## config.mk

```make
export PLATFORM = sky130hd
export DESIGN_NAME = calc_scheduler
export DESIGN_NICKNAME = d
export VERILOG_FILES = /design/src/rtl/calc_scheduler.sv
export SDC_FILE = /design/constraint.sdc
export NUM_CORES = 1
export LEC_CHECK = 0
export BUFFER_PORTS_ARGS = -buffer_cell sky130_fd_sc_hd__buf_2
export CAP_MARGIN = 5
export CORE_UTILIZATION = 56
export CTS_CLUSTER_SIZE = 8
export DETAILED_ROUTE_END_ITERATION = 8
export PLACE_DENSITY = 0.78
export SETUP_SLACK_MARGIN = 0.3
export SLEW_MARGIN = 15
export SYNTH_ARGS = -nofsm -noshare
export SYNTH_HDL_FRONTEND = slang
export SYNTH_SLANG_ARGS = --single-unit
```

## constraint.sdc

```tcl
create_clock -name clk -period 2.92 [get_ports clk]
set_input_delay 0.584 -clock clk [delete_from_list [all_inputs] [get_ports clk]]
set_output_delay 0.584 -clock clk [all_outputs]
set_load 0.01 [all_outputs]
```

## src/rtl/calc_scheduler.sv

```systemverilog
// calc_scheduler
//   Command queue and sequencer sitting between the UART command decoder and
//   the ALU. Parsed commands are buffered in a DEPTH-entry FIFO and issued to
//   the ALU one at a time. Each ALU result is captured and then held on a
//   valid/ready port toward the encoder. Commands that arrive while the queue
//   is full are dropped, and cmd_drop flags each drop.
//
//   Optional feature: define CALC_TIMEOUT_EN to build the ALU watchdog. When
//   the watchdog expires it emits ERR_CODE as the result and pulses
//   timeout_err. Without the macro no counter is built and timeout_err is 0.
//
// Ports
//   clk, n_rst                    clock, synchronous active-low reset
//   parser_done, src1, src2,      incoming command (1-cycle strobe + fields)
//   operator, data_type
//   cmd_drop                      1-cycle pulse: incoming command dropped
//   q_count                       FIFO occupancy
//   busy                          sequencer active or FIFO not empty
//   alu_start, alu_src1/2,        command issue toward the ALU
//   alu_operator, alu_dtype
//   alu_done, alu_res             ALU completion strobe and result
//   res_valid, res_data,          result handshake toward the encoder
//   res_ready
//   timeout_err                   1-cycle pulse on watchdog expiry
//
// State table
//   state  | meaning
//   IDLE   | waiting for a queued command; pops the FIFO head when one is present
//   ISSUE  | alu_start asserted for this single cycle; watchdog reloaded
//   WAIT   | waiting for alu_done (or for watchdog expiry)
//   HOLD   | result presented on res_*; waiting for res_ready

module calc_scheduler #(
    parameter int          DEPTH          = 4,
    parameter int          TIMEOUT_CYCLES = 256,
    parameter logic [7:0]  ERR_CODE       = 8'hEE
) (
    input  logic                       clk,
    input  logic                       n_rst,
    input  logic                       parser_done,
    input  logic [7:0]                 src1,
    input  logic [7:0]                 src2,
    input  logic [4:0]                 operator,
    input  logic [3:0]                 data_type,
    output logic                       cmd_drop,
    output logic [$clog2(DEPTH+1)-1:0] q_count,
    output logic                       busy,
    output logic                       alu_start,
    output logic [7:0]                 alu_src1,
    output logic [7:0]                 alu_src2,
    output logic [4:0]                 alu_operator,
    output logic [3:0]                 alu_dtype,
    input  logic                       alu_done,
    input  logic [7:0]                 alu_res,
    output logic                       res_valid,
    output logic [7:0]                 res_data,
    input  logic                       res_ready,
    output logic                       timeout_err
);

    localparam int PTR_W = $clog2(DEPTH);
    localparam int CNT_W = $clog2(DEPTH+1);
    localparam int CMD_W = 25;

    localparam logic [CNT_W-1:0] FULL_CNT = CNT_W'(DEPTH);

    localparam logic [1:0] ST_IDLE  = 2'd0;
    localparam logic [1:0] ST_ISSUE = 2'd1;
    localparam logic [1:0] ST_WAIT  = 2'd2;
    localparam logic [1:0] ST_HOLD  = 2'd3;

    logic [CMD_W-1:0] fifo_mem [DEPTH];
    logic [PTR_W-1:0] wr_ptr;
    logic [PTR_W-1:0] rd_ptr;
    logic [CNT_W-1:0] count;
    logic [1:0]       state;

    logic             push;
    logic             pop;
    logic             drop;
    logic             wd_expire;
    logic [CMD_W-1:0] head;

    // Push/drop decisions use the occupancy at the start of the cycle, so a
    // command arriving while full is dropped even if a pop happens alongside.
    assign push = parser_done && (count != FULL_CNT);
    assign drop = parser_done && (count == FULL_CNT);
    assign pop  = (state == ST_IDLE) && (count != '0);
    assign head = fifo_mem[rd_ptr];

    assign q_count = count;
    assign busy    = (state != ST_IDLE) || (count != '0);

    // ------------------------------------------------------------------
    // Command FIFO
    // ------------------------------------------------------------------
    always_ff @(posedge clk) begin
        if (n_rst && push) begin
            fifo_mem[wr_ptr] <= {src1, src2, operator, data_type};
        end
    end

    always_ff @(posedge clk) begin
        if (!n_rst) begin
            wr_ptr <= '0;
            rd_ptr <= '0;
            count  <= '0;
        end else begin
            // DEPTH is a power of two, so natural pointer overflow is the wrap.
            if (push) begin
                wr_ptr <= wr_ptr + PTR_W'(1);
            end
            if (pop) begin
                rd_ptr <= rd_ptr + PTR_W'(1);
            end
            case ({push, pop})
                2'b10:   count <= count + CNT_W'(1);
                2'b01:   count <= count - CNT_W'(1);
                default: count <= count;
            endcase
        end
    end

    // ------------------------------------------------------------------
    // Watchdog
    // ------------------------------------------------------------------
`ifdef CALC_TIMEOUT_EN
    localparam int WD_W = $clog2(TIMEOUT_CYCLES);

    logic [WD_W-1:0] wd_cnt;
    logic            timeout_err_q;

    // Down-counter reloaded in ISSUE; it reads zero during the
    // TIMEOUT_CYCLES-th WAIT cycle. alu_done in that same cycle takes priority.
    assign wd_expire = (state == ST_WAIT) && (wd_cnt == '0) && !alu_done;

    always_ff @(posedge clk) begin
        if (!n_rst) begin
            wd_cnt        <= '0;
            timeout_err_q <= 1'b0;
        end else begin
            timeout_err_q <= wd_expire;
            if (state == ST_ISSUE) begin
                wd_cnt <= WD_W'(TIMEOUT_CYCLES - 1);
            end else if ((state == ST_WAIT) && (wd_cnt != '0)) begin
                wd_cnt <= wd_cnt - WD_W'(1);
            end
        end
    end

    assign timeout_err = timeout_err_q;
`else
    logic [31:0] unused_timeout_cycles;

    assign unused_timeout_cycles = 32'(TIMEOUT_CYCLES);
    assign wd_expire             = 1'b0;
    assign timeout_err           = 1'b0;
`endif

    // ------------------------------------------------------------------
    // Sequencer
    // ------------------------------------------------------------------
    always_ff @(posedge clk) begin
        if (!n_rst) begin
            state        <= ST_IDLE;
            alu_start    <= 1'b0;
            alu_src1     <= '0;
            alu_src2     <= '0;
            alu_operator <= '0;
            alu_dtype    <= '0;
            res_valid    <= 1'b0;
            res_data     <= '0;
            cmd_drop     <= 1'b0;
        end else begin
            alu_start <= 1'b0;
            cmd_drop  <= drop;
            case (state)
                ST_IDLE: begin
                    if (pop) begin
                        {alu_src1, alu_src2, alu_operator, alu_dtype} <= head;
                        alu_start <= 1'b1;
                        state     <= ST_ISSUE;
                    end
                end
                ST_ISSUE: begin
                    state <= ST_WAIT;
                end
                ST_WAIT: begin
                    if (alu_done) begin
                        res_data  <= alu_res;
                        res_valid <= 1'b1;
                        state     <= ST_HOLD;
                    end else if (wd_expire) begin
                        res_data  <= ERR_CODE;
                        res_valid <= 1'b1;
                        state     <= ST_HOLD;
                    end
                end
                ST_HOLD: begin
                    if (res_valid && res_ready) begin
                        res_valid <= 1'b0;
                        state     <= ST_IDLE;
                    end
                end
                default: begin
                    state <= ST_IDLE;
                end
            endcase
        end
    end

endmodule

```

==> impl_metrics.json <==
{
  "layout.nets": 440,
  "hold_violations": 0,
  "drc": 0,
  "worstReg2RegEnd": "q_count[2]",
  "critPathRequiredTime_ns": 3.37,
  "worst-setup-path-type": "flop to flop",
  "antenna_left": 0,
  "cpLargestDelayFamily": "simple AND/OR/NAND/NOR gates",
  "max_freq_mhz": 424,
  "hold_class": "primary input to flop",
  "status": "finished, final reports clean",
  "clk_latency_ns": 0.52,
  "slew_viol_final": 0,
  "antenna_found_initial": 1,
  "cap_viol_max_count": 0,
  "async_flop_share_pct": 0,
  "antenna_cells": 0,
  "num_vias": 2948,
  "synth_ff_type": "edfxtp_1",
  "yosysWarnings": 0,
  "cts_setup_buffers": 0,
  "fin_crit_ns": 2.36,
  "synth_cells": 304,
  "rsz0062_at_grt": "no",
  "fp.dieH_um": 101,
  "clkTransAtPathRegs_ns": 0.06,
  "synth-edff-count": 100,
  "syn_area_um2": 5470,
  "critPathCaptureType": "flop",
  "irDropWorstVdd_mv": 0.540,
  "yosys.cell_types.count": 38,
  "viasPerCell": 5.52,
  "crit_fanout": 8,
  "cp.arrival_ns": 2.81,
  "crit_path_end": "q_count[2]",
  "worst-path-stages": 8,
  "crit_slowest_cell": "or3b_2",
  "slew_headroom_pct": 44.3,
  "wire_per_inst_um": 18.1,
  "hold_start": "src2[3]",
  "period_share_pct": 80.8,
  "final.setup_skew_ns": 0.00785,
  "hold_buffers": 0,
  "n_fill_cell": 626,
  "hpwlAfterDp_um": 5630,
  "fp.coreArea_um2": 9370,
  "r2r-start": "q_count[2]",
  "finalSetupViolCount": 0,
  "crit_start": "q_count[2]",
  "ys_ff_latch": 145,
  "grt-ovfl-total": 0,
  "rows": 35,
  "ff2ff_setup_slack_ns": 0.56,
  "grt_pass1_wl_um": 15200,
  "cts_tree": "done",
  "worstPathCellList": "or3b_2 > nand2_1 > ha_1 > inv_1 > fa_1 > xor2_1 > or3_1 > a21oi_1",
  "grt.total_usage_pct": 21.2,
  "p_per_area_nw_per_um2": 917,
  "clock-root-buffer": "clkbuf_8",
  "placed_cells": 502,
  "synth_area_per_cell_um2": 18.0,
  "grt_max_degree": 27,
  "htreeDepth": 4,
  "worst_slew_pin_slew_ns": 0.836,
  "worstSetupStartpointType": "flop",
  "ys_seq_area_share_pct": 71.3,
  "clock_path_buffers": 2,
  "drtPass1Iterations": 5,
  "die_area_um2": 10200,
  "drive_gt1_share_pct": 31.9,
  "synth_fp_nets": 352,
  "drt_iter0_markers": 101,
  "num_io_pins": 79,
  "fp.dieW_um": 101,
  "setup_tns_ns": 0,
  "io_buffers": 77,
  "routed_wl_um": 9680,
  "cts.repair.resized": 0,
  "layoutNonFillerInstCount": 534,
  "cts_buffers": 17,
  "grt_pass1_vias": 2903,
  "cp.buffers_inverters": 1,
  "start_util_pct": 58.4,
  "place_congestion": 0.808,
  "clock_sinks": 145,
  "synthToLayoutAreaGrowth_pct": 19.3,
  "p_leak_nw": 2.47,
  "rr_worst_depth": 8,
  "slowest_delay_ns": 0.52
}
stage by stage:
step	instance area, µm²	hold slack [ns]	util (%)	power (mW)	worst slack, ns
detailed placement	5960	0.449	63.6	3.96	0.582
global placement	5960	0.439	63.6	3.91	0.688
CTS	6530	0.250	69.7	6.05	0.555
floorplan	5470	0.452	-	3.58	0.674
finish	6530	0.274	69.7	5.99	0.562
global route	6530	0.262	69.7	6.28	0.421
synthesized netlist by cell type, drive strengths merged (2+ instances only):
master | n | area share [%]
nor2 | 9 | 0.75
clkbuf | 4 | 0.27
o21ai | 4 | 0.37
ha | 9 | 2.1
buf | 10 | 1.6
dfxtp | 45 | 16
nand3 | 10 | 0.91
xor2 | 3 | 0.48
mux2i | 2 | 0.37
mux4 | 25 | 12
nand2 | 17 | 1.2
a22o | 25 | 4.1
and2 | 5 | 0.62
edfxtp | 100 | 55
inv | 9 | 0.62
a21oi | 12 | 1.1
cell usage in the layout (no fill, tap or decap), types with 8 or more instances in the layout:
cell and n:
nor2_1 8, a21oi_1 12, mux4_1 22, edfxtp_1 100
clkbuf_16 16, dfxtp_1 44, inv_1 9, nand2_1 17
ha_1 9, a22o_1 19, nand3_1 10, buf_2 77
per-layer routing:
metal | track usage [%] | vias up | wire length, µm
met3 | 5.69 | 11 | 605
met1 | 25.3 | 1448 | 3960
met2 | 36.1 | 103 | 4960
li1 | - | 1386 | -
met4 | 9.59 | 0 | 150
met5 | 0 | - | 0
cells by family (layout without fill, tap and decap cells):
group / after synthesis / in the layout / synth area share (%)
other: 1 / 1 / 0.0685
adder cells (fa/ha/maj): 10 / 10 / 2.42
multiplexers: 27 / 27 / 12.2
AND/OR/NAND/NOR: 46 / 46 / 4.07
XOR/XNOR: 4 / 4 / 0.640
AO/OA/AOI/OAI: 46 / 46 / 6.54
buffers and inverters: 25 / 126 / 2.79
flip-flops: 145 / 145 / 71.3
power by group:
part           total, mW  internal [mW]  switching, mW
Combinational       1.23          0.595          0.632
Sequential          2.69           2.47          0.216
Clock               2.07           1.23          0.846
worst min path at each step:
| stage | end | cells past startpoint |
|---|---|---|
| final | fifo_mem[3][12] | 1 |
| after global routing | fifo_mem[1][7] | 1 |
| after CTS | fifo_mem[0][12] | 1 |
| after detailed placement | res_data[7] | 2 |
| after global placement | res_data[1] | 2 |
| after floorplan | state[0] | 2 |
flip-flops by register name, indices dropped and copies added (netlist names):
name,flops
alu_src1,8
wr_ptr,2
alu_dtype,4
alu_start,1
alu_operator,5
rd_ptr,2
alu_src2,8
res_data,8
state,2
res_valid,1
fifo_mem,100
q_count,3
cmd_drop,1
area by class of cell:
| type | count | area, µm² | area share (%) |
|---|---|---|---|
| Clock buffer | 17 | 414 | 6.34 |
| Clock inverter | 15 | 159 | 2.43 |
| Inverter | 10 | 37.5 | 0.575 |
| Multi-Input combinational cell | 134 | 1420 | 21.7 |
| Sequential cell | 145 | 3910 | 59.8 |
| Tap cell | 129 | 161 | 2.47 |
| Timing Repair Buffer | 84 | 438 | 6.70 |
No activity file was read; power rests on OpenSTA's default activity.
